[src/rtl/lsu_ctrl.sv]
// Load/store unit controller for a 128x32 little-endian data memory with a combinational read port.
// Handles byte/half/word loads with sign/zero extension and sub-word stores by read-modify-write.
module lsu_ctrl (
    input  logic        clk,
    input  logic        rst_n,
    input  logic        req,
    input  logic        we,
    input  logic [1:0]  size,
    input  logic        sign_ext,
    input  logic [8:0]  addr,
    input  logic [31:0] wdata,
    output logic [31:0] rdata,
    output logic        done,
    output logic        busy,
    output logic        misalign,
    output logic        dm_we,
    output logic [6:0]  dm_addr,
    output logic [31:0] dm_din,
    input  logic [31:0] dm_dout
);

    typedef enum logic [2:0] {IDLE, LD, RMW_RD, WR, ERR, FIN} state_t;

    state_t      state;
    logic [1:0]  size_q;
    logic [1:0]  lane_q;
    logic        sx_q;
    logic [31:0] merge_q;
    logic        done_q;
    logic        busy_q;
    logic        mis_q;
    logic        we_q;

    logic        mis_in;
    logic [7:0]  byte_sel;
    logic [15:0] half_sel;
    logic [31:0] load_val;
    logic [31:0] merged;

    always_comb begin
        mis_in = (size == 2'b11)
               | ((size == 2'b01) & addr[0])
               | ((size == 2'b10) & (addr[1:0] != 2'b00));
    end

    always_comb begin
        byte_sel = dm_dout[{lane_q, 3'b000} +: 8];
        half_sel = lane_q[1] ? dm_dout[31:16] : dm_dout[15:0];
        case (size_q)
            2'b00:   load_val = {{24{sx_q & byte_sel[7]}}, byte_sel};
            2'b01:   load_val = {{16{sx_q & half_sel[15]}}, half_sel};
            default: load_val = dm_dout;
        endcase
    end

    // merge_q holds the right-aligned store data until RMW_RD folds it into the read word
    always_comb begin
        merged = dm_dout;
        if (size_q == 2'b00)
            merged[{lane_q, 3'b000} +: 8] = merge_q[7:0];
        else
            merged[{lane_q[1], 4'b0000} +: 16] = merge_q[15:0];
    end

    // Output flags are registered alongside the state and describe the state being entered
    always_ff @(posedge clk) begin
        if (!rst_n) begin
            state   <= IDLE;
            rdata   <= '0;
            dm_addr <= '0;
            merge_q <= '0;
            size_q  <= '0;
            lane_q  <= '0;
            sx_q    <= 1'b0;
            done_q  <= 1'b0;
            busy_q  <= 1'b0;
            mis_q   <= 1'b0;
            we_q    <= 1'b0;
        end else begin
            case (state)
                IDLE: begin
                    done_q <= 1'b0;
                    mis_q  <= 1'b0;
                    we_q   <= 1'b0;
                    busy_q <= 1'b0;
                    if (req) begin
                        dm_addr <= addr[8:2];
                        size_q  <= size;
                        lane_q  <= addr[1:0];
                        sx_q    <= sign_ext;
                        merge_q <= wdata;
                        busy_q  <= 1'b1;
                        if (mis_in) begin
                            state <= ERR;
                        end else if (!we) begin
                            state <= LD;
                        end else if (size == 2'b10) begin
                            state <= WR;
                            we_q  <= 1'b1;
                        end else begin
                            state <= RMW_RD;
                        end
                    end
                end
                LD: begin
                    rdata  <= load_val;
                    done_q <= 1'b1;
                    state  <= FIN;
                end
                RMW_RD: begin
                    merge_q <= merged;
                    we_q    <= 1'b1;
                    state   <= WR;
                end
                WR: begin
                    we_q   <= 1'b0;
                    done_q <= 1'b1;
                    state  <= FIN;
                end
                ERR: begin
                    done_q <= 1'b1;
                    mis_q  <= 1'b1;
                    state  <= FIN;
                end
                FIN: begin
                    done_q <= 1'b0;
                    mis_q  <= 1'b0;
                    busy_q <= 1'b0;
                    state  <= IDLE;
                end
                default: begin
                    done_q <= 1'b0;
                    mis_q  <= 1'b0;
                    busy_q <= 1'b0;
                    we_q   <= 1'b0;
                    state  <= IDLE;
                end
            endcase
        end
    end

    // Gating with rst_n keeps a reset cycle from writing memory or signalling completion
    assign done     = done_q & rst_n;
    assign busy     = busy_q & rst_n;
    assign misalign = mis_q & rst_n;
    assign dm_we    = we_q & rst_n;
    assign dm_din   = merge_q;

endmodule

[config.mk]
export PLATFORM = sky130hd
export DESIGN_NAME = lsu_ctrl
export DESIGN_NICKNAME = d
export VERILOG_FILES = /design/src/rtl/lsu_ctrl.sv
export SDC_FILE = /design/constraint.sdc
export NUM_CORES = 1
export LEC_CHECK = 0
export BUFFER_PORTS_ARGS = -buffer_cell sky130_fd_sc_hd__buf_2
export CORE_MARGIN = 5
export CORE_UTILIZATION = 50
export CTS_BUF_LIST = sky130_fd_sc_hd__clkbuf_8
export DETAILED_ROUTE_END_ITERATION = 10
export PLACE_DENSITY = 0.8
export SLEW_MARGIN = 10
export SYNTH_ARGS = -nofsm -noshare
export SYNTH_HDL_FRONTEND = slang
export SYNTH_SLANG_ARGS = --single-unit
[constraint.sdc]
create_clock -name clk -period 4.55 [get_ports clk]
set_input_delay 0.455 -clock clk [delete_from_list [all_inputs] [get_ports clk]]
set_output_delay 0.455 -clock clk [all_outputs]
set_load 0.1 [all_outputs]
**Word-level counts from Yosys, hierarchy flattened**

Cells that the tools add are included.
Widths: inputs -> output; s select.

- Shift operators: 5
- Reductions and logical operators: 10
- Multipliers: 0
- Bitwise gates (word level): 10
- Eq/ne operators: 10
- Order comparisons: 0
- Multiplexer cells: 21
- Divide/modulo/power cells: 0
- Add/sub/neg operators: 2

Operator list:

| cell | count |
|---|---|
| $pmux 32 s2 | 2 |
| $bwmux 32 | 2 |
| $mux 32 | 2 |
| $shift 16x7->32 const A | 1 |
| $shift 8x7->32 const A | 1 |
| $shiftx 16x7->32 | 1 |
| $shiftx 32x6->8 | 1 |
| $shiftx 8x7->32 | 1 |
| $mux 16 | 1 |
| $neg 5->7 | 2 |
| $pmux 3 s3 | 1 |
| $reduce_or 3->1 | 3 |
| $and 1x1->1 | 8 |
| $eq 3x2->1 const B | 2 |
| $eq 3x3->1 const B | 2 |
| $mux 1 | 6 |
| $mux 3 | 2 |
| $pmux 1 s2 | 3 |
| $eq 2x1->1 const B | 2 |
| $eq 2x2->1 const B | 2 |
| $reduce_and 2->1 | 2 |
| $reduce_bool 2->1 | 2 |
| $reduce_or 4->1 | 1 |
| $eq 3x1->1 const B | 1 |
| 6 further kinds | 7 |

- Register bits: 83
- Memories kept: 0
- Bits in read-only memories: 0
- Output and inout bits: 75
- Bits in latches: 0
- Memory bits (writable): 0
- Word-level logic and storage cells: 69

**Longest topological paths before layout**

Gate-level depths: netlist of run 1.

- Depth in word-level cells: 7
- Mapped depth: 8
- Mapped depth without buffers: 6

**Least setup slack after synthesis of run 1**

OpenSTA, ideal clock, no wires.

- Kind: flip-flop to flip-flop
- Start point: register lane_q[1]
- End point: register merge_q[28] (netlist: dm_din[28])
- Period minus slack after synthesis: 2.269 ns
- Cell stages (with the launch flop): 9
- Path slack: 2.281 ns
- Arrival time: 2.198 ns
- Required time: 4.479 ns
- Cells stage by stage: dfxtp_1 -> buf_2 -> inv_1 -> buf_1 -> ha_1 -> nor4bb_1 -> and2_1 -> a221oi_1 -> a21oi_1

- Word-level cells in the longest chain between the ends: 5

Ends and longest elaborated chain:

| what | RTL line | source |
|---|---|---|
| start, declared | 26 | `logic [1:0] lane_q;` |
| start signal, assigned | 89 | `lane_q <= addr[1:0];` |
| $neg 5->7 (on tied branches) | 62, 60 |  |
| $shiftx 16x7->32 (tied with other cells) | 62 | `merged[{lane_q[1], 4'b0000} +: 16] = merge_q[15:0];` |
| $bwmux 32 (on tied branches) | 62, 60 |  |
| $mux 32 (*) | 59 | `if (size_q == 2'b00)` |
| $pmux 32 s2 (*) | 80 | `case (state)` |
| end signal, assigned | 91 | `merge_q <= wdata;` |
| end signal, assigned | 111 | `merge_q <= merged;` |
| end, declared | 28 | `logic [31:0] merge_q;` |

Every way passes the cells marked *; elsewhere a longest branch is shown, timed or not.
A chain may end at the register's enable or synchronous reset.

**Worst setup path after layout of run 1**

- Start point: register state[1]
- End point: register merge_q[1] (netlist: dm_din[1])

- Word-level cells in the longest chain between the ends: 3

Ends and longest elaborated chain:

| what | RTL line | source |
|---|---|---|
| start, declared | 24 | `state_t state;` |
| start signal, assigned | 68 | `state <= IDLE;` |
| start signal, assigned | 94 | `state <= ERR;` |
| start signal, assigned | 96 | `state <= LD;` |
| $eq 3x2->1 / $logic_not 3->1 (equally long branches) | 80 |  |
| $reduce_bool 2->1 (no line) / $ne 2x2->1 (equally long branches) | n/a |  |
| $reduce_and 2->1 (no line) | n/a |  |

Parallel ways exist; a longest one is shown, timed or not.

==> run summary, run 1 <==
WHS Endpoint - dm_addr[0]
Pint - 0.00137 W
element type at the critical path start - register
slowest stage delay, CP - 0.85 ns
Hold Vio Cnt, Final - 0
Post-synth EDFFs - 0
share of the synthesized area in the top cell type - 37.0%
register bit total from synthesis - 83
Sw Ratio - 50.2%
unrepaired setup endpoints after global routing - no
Worst-Margin Slew - 0.981 ns
Congestion Overflow GR - 0
Clk pwr share - 21.8%
Max-Cap Viols - 0
critical path data required time - 4.81 ns
latest clock arrival within the worst-skew pair - 0.37 ns
Die X - 105 um
combinational group share of total power - 44.5%
average routed wire per standard cell - 20.2 um
DP HPWL - 11,700 um
Die Y - 105 um
post-synthesis sequential area ratio - 37.0%
via count - 4,984
# port buffers - 154
Iter 0 DRT Violations - 432
Slowest cell on crit path - dfxtp_1
post-CTS setup buffer count - 0
worst r2r path cells - 4
FF-to-FF End - dm_din[1]
die area - 11,000 sq um
fmax - 373 MHz
element type at the critical path end - register
mean post-synth cell area - 7.94 sq um
CTS tree - done
Clk pin slew, worst setup/hold paths - 0.09 ns
Buf/Inv on CP - 0
routed wire length - 16,100 um
post-layout net count - 771
sequential share of power - 33.7%
global-route wire length before repair - 25,200 um
share of layout cells above drive strength 1 - 28.7%
CTS root buffer - clkbuf_8
DR pass1 iterations - 5
Synth area leaders - dfxtp_1, a21oi_1, nand2_1
Crit path max-delay family - compound AO/OA/AOI/OAI gates
LEAKAGE - 2.35 nW
HP Class - in -> reg
Worst Skew - 0.0168 ns
final max-slew violation count - 0
Rows - 34
Worst VDD drop - 319 uV
status - finished, final reports clean
commonest non-fill, non-tap cell in the layout - buf_2
Num CTS Buffers - 9
setup violators final - 0
Placer Congestion - 0.927
Final Total Pwr - 0.00276 W
Max Root-Sink Buffers - 2
post-route ant nets - 0
asr flop ratio synth - 0%
Critical Path AT - 2.95 ns
Hold Crit Start - addr[2]
Worst R2R Start - state[1]
DRC errors left - 0
number of H-tree levels - 3
fin crit share - 59.0%
core outline area - 8720 sq um
Synth cell types - 53
P_sw - 0.00139 W
minimum clock period - 2.68 ns
crit path from - state[1]
largest fanout on the critical path - 27
CTS sink count - 83
post-synthesis cell count - 566
Synth area leader - dfxtp_1
post-cts hold buffer count - 0
Setup TNS - 0 ns
hold path cells - 3
WS Path Type - reg -> reg
Post-CTS Resized - 0
gr usage total - 28.1%
critical path, cell by cell - or3b_1, a211oi_4, a22oi_1, a211oi_1
Synth Warn # - 0
vias in the first global route - 4,683
R2R Setup Slk - 1.87 ns
Max-slew headroom - 34.6%
IO Count - 155
largest net degree at the start of global routing - 63
post-synthesis net count - 651
initial antenna violation count - 0
Vias/cell - 6.24
power density over the cells - 506 nW/um^2
Main synth FF type - dfxtp_1
commonest non-fill, non-tap cells in the layout - buf_2, nand2_1, dfxtp_1
Initial Util - 51.5%
Layout fillers - 776
diode count - 0
Cell Area, Synth - 4490 sq um
area delta synth->final - 21.4%
metrics by stage:
| stage | hold WS [ns] | util [%] | std cells | setup WS, ns | area (sq um) |
|---|---|---|---|---|---|
| floorplan | 0.459 | - | 566 | 2.28 | 4490 |
| global placement | 0.440 | 60.0 | 783 | 2.03 | 5240 |
| detailed placement | 0.445 | 60.0 | 783 | 1.95 | 5240 |
| CTS | 0.316 | 62.5 | 799 | 1.93 | 5450 |
| global route | 0.312 | 62.6 | 799 | 1.64 | 5460 |
| finish | 0.322 | 62.6 | 799 | 1.87 | 5460 |
power groups by stage:
stage / Sequential, W / Combinational [W] / Clock, W
after CTS: 0.000924 / 0.00122 / 0.000605
after global placement: 0.000937 / 0.00121 / 0
after floorplan: 0.00155 / 0.000361 / 0
after global routing: 0.000939 / 0.00128 / 0.000635
final: 0.000928 / 0.00123 / 0.000602
after detailed placement: 0.000940 / 0.00122 / 0
Yosys cell counts, drive strengths merged (6+ instances only):
cell    number
mux2i        6
and2         8
a22o         7
clkbuf      33
a211oi      11
inv         12
nor2b       20
o21ai       56
o211ai      10
a21oi       69
buf         17
nand3b       9
o22ai       11
a221oi      23
dfxtp       83
mux2         7
nor2        18
nor3         8
nand2       84
o221ai       9
a22oi        8
registers in the layout (all words and copies together) (netlist names), 2 cells and up:
name     count
dm_din      32
lane_q       2
dm_addr      7
size_q       2
rdata       32
state        3
metal layers:
layer	part of all wire [%]	up-vias	global-route usage [%]
met1	42	2379	38.4
met3	9.0	31	6.47
met5	0	-	0
met4	2.8	0	9.86
met2	46	240	43.6
li1	-	2334	-
worst min-delay path, delay by kind of cell:
family | cells | cell delay, ns
buffers and inverters | 1 | 0.09
AO/OA/AOI/OAI | 1 | 0.05
AND/OR/NAND/NOR | 1 | 0.04
cell type report:
cell class              instances  area [sq um]  share of cell area (%)
clock buffers                   9           124                    2.27
clock inverters                 7          92.6                    1.70
inverters                      12          45.0                   0.825
multi-input cells             421          2590                    47.5
flip-flops and latches         83          1660                    30.5
well taps                     108           135                    2.48
repair buffers                159           808                    14.8
how the worst max path moves through the flow:
stage	cells past startpoint	end	slack [ns]
floorplan	8	dm_din[28]	2.28
global placement	4	dm_din[0]	2.03
detailed placement	4	dm_din[1]	1.95
CTS	4	dm_din[1]	1.93
global route	4	dm_din[7]	1.64
finish	4	dm_din[1]	1.87
cell families (layout without fill, tap and decap cells):
family / Yosys count / in the layout / synth area share [%]
adders and majority gates: 5 / 5 / 1.39
muxes: 13 / 13 / 3.09
buffers and inverters: 62 / 187 / 5.68
and+or+nand+nor: 175 / 175 / 19.7
DFF: 83 / 83 / 37.0
AOI/OAI and AO/OA: 228 / 228 / 33.1
(Power assumes the default switching activity.)
==> run 2: changes to the inputs <==
--- a/config.mk
+++ b/config.mk
@@ -5,12 +5,13 @@
 export SDC_FILE = /design/constraint.sdc
 export NUM_CORES = 1
 export LEC_CHECK = 0
+export ABC_AREA = 1
 export BUFFER_PORTS_ARGS = -buffer_cell sky130_fd_sc_hd__buf_2
 export CORE_MARGIN = 5
 export CORE_UTILIZATION = 50
 export CTS_BUF_LIST = sky130_fd_sc_hd__clkbuf_8
 export DETAILED_ROUTE_END_ITERATION = 10
-export PLACE_DENSITY = 0.8
+export PLACE_DENSITY = 0.78
 export SLEW_MARGIN = 10
 export SYNTH_ARGS = -nofsm -noshare
 export SYNTH_HDL_FRONTEND = slang
==> constraint.sdc (replaced) <==
create_clock -name clk -period 2.8 [get_ports clk]
set_input_delay 0.28 -clock clk [delete_from_list [all_inputs] [get_ports clk]]
set_output_delay 0.28 -clock clk [all_outputs]
set_load 0.1 [all_outputs]
==> run 2 against run 1 <==
Net effect: critical path depth up 3; flip-flop and latch count unchanged; register-to-register slack got worse by 0.95 ns; sequential power increased by 76%; total power increased by 120%; largest cell class unchanged; largest power group unchanged; highest routed layer unchanged.
==> run summary, run 2 <==
element type at the critical path end - register
unrepaired setup endpoints after global routing - no
DP Area - 5760 sq um
P_sw - 0.00358 W
number of H-tree levels - 3
slowest stage delay, CP - 0.56 ns
commonest non-fill, non-tap cells in the layout - nand2_1, buf_2, dfxtp_1
fmax - 531 MHz
Worst-Margin Slew - 0.678 ns
largest fanout on the critical path - 35
IO Count - 155
Post-CTS Resized - 0
post-cts hold buffer count - 0
Die Y - 109 um
hold slack - 0.126 ns
largest net degree at the start of global routing - 60
Hold Vio Cnt, Final - 0
count leader, synth - nand2_1
final max-slew violation count - 0
area delta synth->final - 20.4%
fin crit share - 67.3%
crit path to - dm_din[30]
status - finished, final reports clean
global-route wire length before repair - 26,200 um
commonest non-fill, non-tap cell in the layout - nand2_1
post-route ant nets - 0
Max-Cap Viols - 0
Slowest cell on crit path - nor2_1
share of the synthesized area in the top cell type - 33.7%
critical path data required time - 3.12 ns
asr flop ratio synth - 0%
post-synthesis sequential area ratio - 33.7%
post-synthesis cell count - 790
combinational group share of total power - 59.7%
CTS sink count - 83
LEAKAGE - 3.06 nW
Hold Crit Start - addr[5]
crit path from - size_q[1]
Placer Congestion - 1.02
mean post-synth cell area - 6.24 sq um
fin area - 5930 sq um
Cell Area, Synth - 4930 sq um
CTS tree - done
critical path, cell by cell - buf_4, nor2_4, nor2_1, a21boi_0, nand3_1, nand2_1, inv_1
share of layout cells above drive strength 1 - 21.9%
top cells by count, synth - nand2_1, dfxtp_1, nor2_1, a21oi_1, o21ai_0
gr usage total - 27.9%
DR pass1 iterations - 5
core outline area - 9680 sq um
diode count - 0
Worst VDD drop - 640 uV
DRC errors left - 0
post-CTS setup buffer count - 0
stages on the worst setup path - 7
power density over the cells - 1020 nW/um^2
DP HPWL - 12,300 um
die area - 11,900 sq um
Rows - 36
setup violators final - 0
Iter 0 DRT Violations - 457
Worst Skew - 0.0122 ns
# port buffers - 154
Buf/Inv on CP - 2
Synth area leader - dfxtp_1
Sw Ratio - 59.3%
vias in the first global route - 5,321
element type at the critical path start - register
via count - 5,694
Die X - 109 um
WS Path Type - reg -> reg
Max-slew headroom - 54.6%
Pint - 0.00246 W
Clk pin slew, worst setup/hold paths - 0.10 ns
Synth Warn # - 0
Inst Count DP - 1,046
Vias/cell - 5.36
Crit path max-delay family - simple AND/OR/NAND/NOR gates
Max Root-Sink Buffers - 2
Synth cell types - 34
Setup TNS - 0 ns
Worst R2R Start - size_q[1]
worst r2r path cells - 7
Main synth FF type - dfxtp_1
Critical Path AT - 2.20 ns
post-synthesis net count - 875
R2R Setup Slk - 0.92 ns
post-layout net count - 1,009
Post-synth EDFFs - 0
average routed wire per standard cell - 15.5 um
HP Class - in -> reg
minimum clock period - 1.88 ns
routed wire length - 16,400 um
Num CTS Buffers - 9
Initial Util - 50.9%
register bit total from synthesis - 83
CTS root buffer - clkbuf_8
sequential share of power - 27.1%
Clk pwr share - 13.2%
FF-to-FF End - dm_din[30]
Synth area leaders - dfxtp_1, nand2_1, a21oi_1
latest clock arrival within the worst-skew pair - 0.37 ns
Congestion Overflow GR - 0
initial antenna violation count - 0
non-filler instance count after layout - 1,062
[run 2: layout make-up]
type,count,area (sq um)
fillers,971,3750
multi-input cells,594,2800
flip-flops and latches,83,1660
repair buffers,165,866
inverters,71,269
well taps,133,166
clock buffers,9,124
clock inverters,7,46.3
[run 2: layer usage]
metal | track usage (%) | vias to the layer above | routed length, um
met3 | 5.52 | 40 | 1670
li1 | - | 2823 | -
met4 | 10.2 | 0 | 439
met1 | 37.4 | 2522 | 6960
met2 | 44.7 | 309 | 7360
met5 | 0 | - | 0
[run 2: cell families after synthesis]
group,Yosys count,share of synthesized area [%]
simple gates,394,33.3
compound gates,195,22.2
buf+inv,113,9.49
flops,83,33.7
fa+ha+maj,5,1.27
[run 2: worst min path at each step]
| stage | end | slack [ns] | depth (start not counted) |
|---|---|---|---|
| 2_1_floorplan | dm_addr[0] | 0.41 | 2 |
| 3_3_place_gp | dm_din[23] | 0.45 | 2 |
| 3_5_place_dp | dm_din[23] | 0.45 | 2 |
| 4_1_cts | dm_addr[3] | 0.13 | 3 |
| 5_1_grt | dm_addr[1] | 0.14 | 3 |
| 6_report | dm_addr[3] | 0.13 | 3 |
[run 2: worst min-delay path, cell delays in order]
cell    delay, ns
buf_2        0.08
nor2_1       0.03
nor2_1       0.08
[run 2: metrics by stage]
stage | utilization (%) | worst slack (ns) | power, W
after floorplan | - | 0.878 | 0.00460
after global placement | 59.5 | 0.981 | 0.00522
after detailed placement | 59.5 | 0.980 | 0.00524
after CTS | 61.3 | 0.935 | 0.00602
after global routing | 61.3 | 0.689 | 0.00637
final | 61.3 | 0.916 | 0.00604
[run 2: power groups by stage]
stage	sequential [W]	clock [W]	combinational, W
2_1_floorplan	0.00332	0	0.00128
3_3_place_gp	0.00165	0	0.00356
3_5_place_dp	0.00166	0	0.00358
4_1_cts	0.00163	0.000794	0.00359
5_1_grt	0.00167	0.000850	0.00385
6_report	0.00163	0.000798	0.00361
==> run 3: changes to the inputs <==
--- a/config.mk
+++ b/config.mk
@@ -5,13 +5,13 @@
 export SDC_FILE = /design/constraint.sdc
 export NUM_CORES = 1
 export LEC_CHECK = 0
-export ABC_AREA = 1
+export ABC_AREA = 0
 export BUFFER_PORTS_ARGS = -buffer_cell sky130_fd_sc_hd__buf_2
 export CORE_MARGIN = 5
-export CORE_UTILIZATION = 50
+export CORE_UTILIZATION = 47
 export CTS_BUF_LIST = sky130_fd_sc_hd__clkbuf_8
 export DETAILED_ROUTE_END_ITERATION = 10
-export PLACE_DENSITY = 0.78
+export PLACE_DENSITY = 0.79
 export SLEW_MARGIN = 10
 export SYNTH_ARGS = -nofsm -noshare
 export SYNTH_HDL_FRONTEND = slang
==> constraint.sdc (replaced) <==
create_clock -name clk -period 1.5 [get_ports clk]
set_input_delay 0.15 -clock clk [delete_from_list [all_inputs] [get_ports clk]]
set_output_delay 0.15 -clock clk [all_outputs]
set_load 0.1 [all_outputs]
==> run 3 against run 2 <==
Net effect: sequential power grew 73%; the run now ends with hold timing, setup timing left; critical path type unchanged; global-route usage grew 3.7 points; register-to-register slack worse by 1.1 ns; combinational power is 36% higher.
==> run summary, run 3 (synthesis results as in run 1) <==
FF-to-FF End - dm_din[30]
latest clock arrival within the worst-skew pair - 0.39 ns
Sw Ratio - 50.6%
failing checks - hold timing, setup timing
commonest non-fill, non-tap cell in the layout - buf_2
HP Class - in -> reg
die area - 11,600 sq um
P_sw - 0.00484 W
sequential share of power - 29.5%
Congestion Overflow GR - 0
LEAKAGE - 3.07 nW
Max Root-Sink Buffers - 2
Max-slew headroom - 53.3%
Iter 0 DRT Violations - 813
Worst Skew - 0.0209 ns
hold slack - -0.000339 ns
Clk pwr share - 19.0%
critical path data required time - 1.81 ns
fin crit share - 113%
hold path cells - 3
final max-slew violation count - 0
global-route wire length before repair - 28,500 um
DR pass1 iterations - 7
Initial Util - 48.4%
WS Path Type - reg -> reg
via count - 5,886
minimum clock period - 1.69 ns
status - finished with violations
number of H-tree levels - 3
power density over the cells - 1350 nW/um^2
routed wire length - 20,900 um
Worst-Margin Slew - 0.694 ns
Max-Cap Viols - 0
Critical Path AT - 2.00 ns
Die Y - 108 um
CTS sink count - 83
WHS Endpoint - dm_addr[3]
Worst R2R Start - state[0]
fmax - 591 MHz
vias in the first global route - 5,296
diode count - 0
largest fanout on the critical path - 17
CTS root buffer - clkbuf_8
IO Count - 155
gr usage total - 31.6%
unrepaired setup endpoints after global routing - yes
Hold Crit Start - addr[5]
element type at the critical path end - register
Clk pin slew, worst setup/hold paths - 0.10 ns
commonest non-fill, non-tap cells in the layout - buf_2, nand2_1, buf_4
post-route ant nets - 0
non-filler instance count after layout - 923
Die X - 108 um
Worst VDD drop - 881 uV
Vias/cell - 6.38
core outline area - 9280 sq um
R2R Setup Slk - -0.19 ns
share of layout cells above drive strength 1 - 50.4%
Num CTS Buffers - 9
Rows - 35
combinational group share of total power - 51.5%
DP HPWL - 13,300 um
post-cts hold buffer count - 0
Placer Congestion - 0.976
initial antenna violation count - 0
CTS tree - done
setup violators final - 59
Hold Vio Cnt, Final - 2
area delta synth->final - 58.2%
Inst Count DP - 877
largest net degree at the start of global routing - 40
Setup TNS - -4.54 ns
DRC errors left - 0
# port buffers - 154
average routed wire per standard cell - 22.6 um
post-layout net count - 874
worst r2r path cells - 6
Pint - 0.00473 W
Setup WS post-layout - -0.193 ns
element type at the critical path start - register
==> run 3: power by group through the flow <==
stage	clock (W)	sequential, W	combinational (W)
6_report	0.00182	0.00282	0.00492
2_1_floorplan	0	0.00471	0.00116
5_1_grt	0.00191	0.00285	0.00507
4_1_cts	0.00178	0.00278	0.00440
3_3_place_gp	0	0.00279	0.00410
3_5_place_dp	0	0.00280	0.00415
==> run 3: through the flow <==
stage / total power (W) / utilization (%) / instance area (sq um) / hold slack (ns) / setup slack (ns)
global route: 0.00983 / 76.6 / 7110 / -0.00284 / -0.206
CTS: 0.00896 / 70.5 / 6540 / 0.00516 / -0.0915
floorplan: 0.00587 / - / 4620 / 0.279 / -0.198
finish: 0.00956 / 76.6 / 7110 / -0.000339 / -0.193
global placement: 0.00689 / 64.5 / 5990 / 0.390 / -0.150
detailed placement: 0.00695 / 64.5 / 5990 / 0.403 / -0.247
==> run 3: what timing repair did <==
| item | CTS | global route |
|---|---|---|
| pin swaps | 26 | 33 |
| setup buffers | 8 | 14 |
| resized for setup | 76 | 80 |
| setup endpoints to repair | 74 | 72 |
| gates cloned | 3 | 5 |
==> run 3: how the worst max path moves through the flow <==
stage | from | end | slack, ns | cells after the start
2_1_floorplan | lane_q[1] | dm_din[28] | -0.20 | 8
3_3_place_gp | state[1] | rdata[28] | -0.15 | 5
4_1_cts | lane_q[1] | dm_din[22] | -0.09 | 6
6_report | state[0] | dm_din[30] | -0.19 | 6
3_5_place_dp | size_q[0] | rdata[10] | -0.25 | 5
5_1_grt | lane_q[0] | dm_din[24] | -0.21 | 7
==> run 3: per-layer routing <==
layer	wire length (um)	global-route usage, %	up-vias	share of wire [%]
met3	2630	7.26	133	13
li1	-	-	2545	-
met1	7660	40.7	2717	37
met5	0	0	-	0
met2	9340	50.0	491	45
met4	1220	14.5	0	5.8
==> run 3: critical path: stages, from the launching register on <==
cell and delay (ns):
dfxtp_2 0.34, buf_6 0.13, or2_4 0.26, nor2_2 0.26, buf_6 0.23, o21ai_0 0.19, a21oi_1 0.20
==> run 3: layout make-up <==
class | count | area, sq um
well taps | 129 | 161
fillers | 667 | 2180
repair buffers | 262 | 1880
inverters | 12 | 50.0
clock buffers | 9 | 124
multi-input cells | 421 | 3130
clock inverters | 7 | 83.8
flip-flops and latches | 83 | 1680
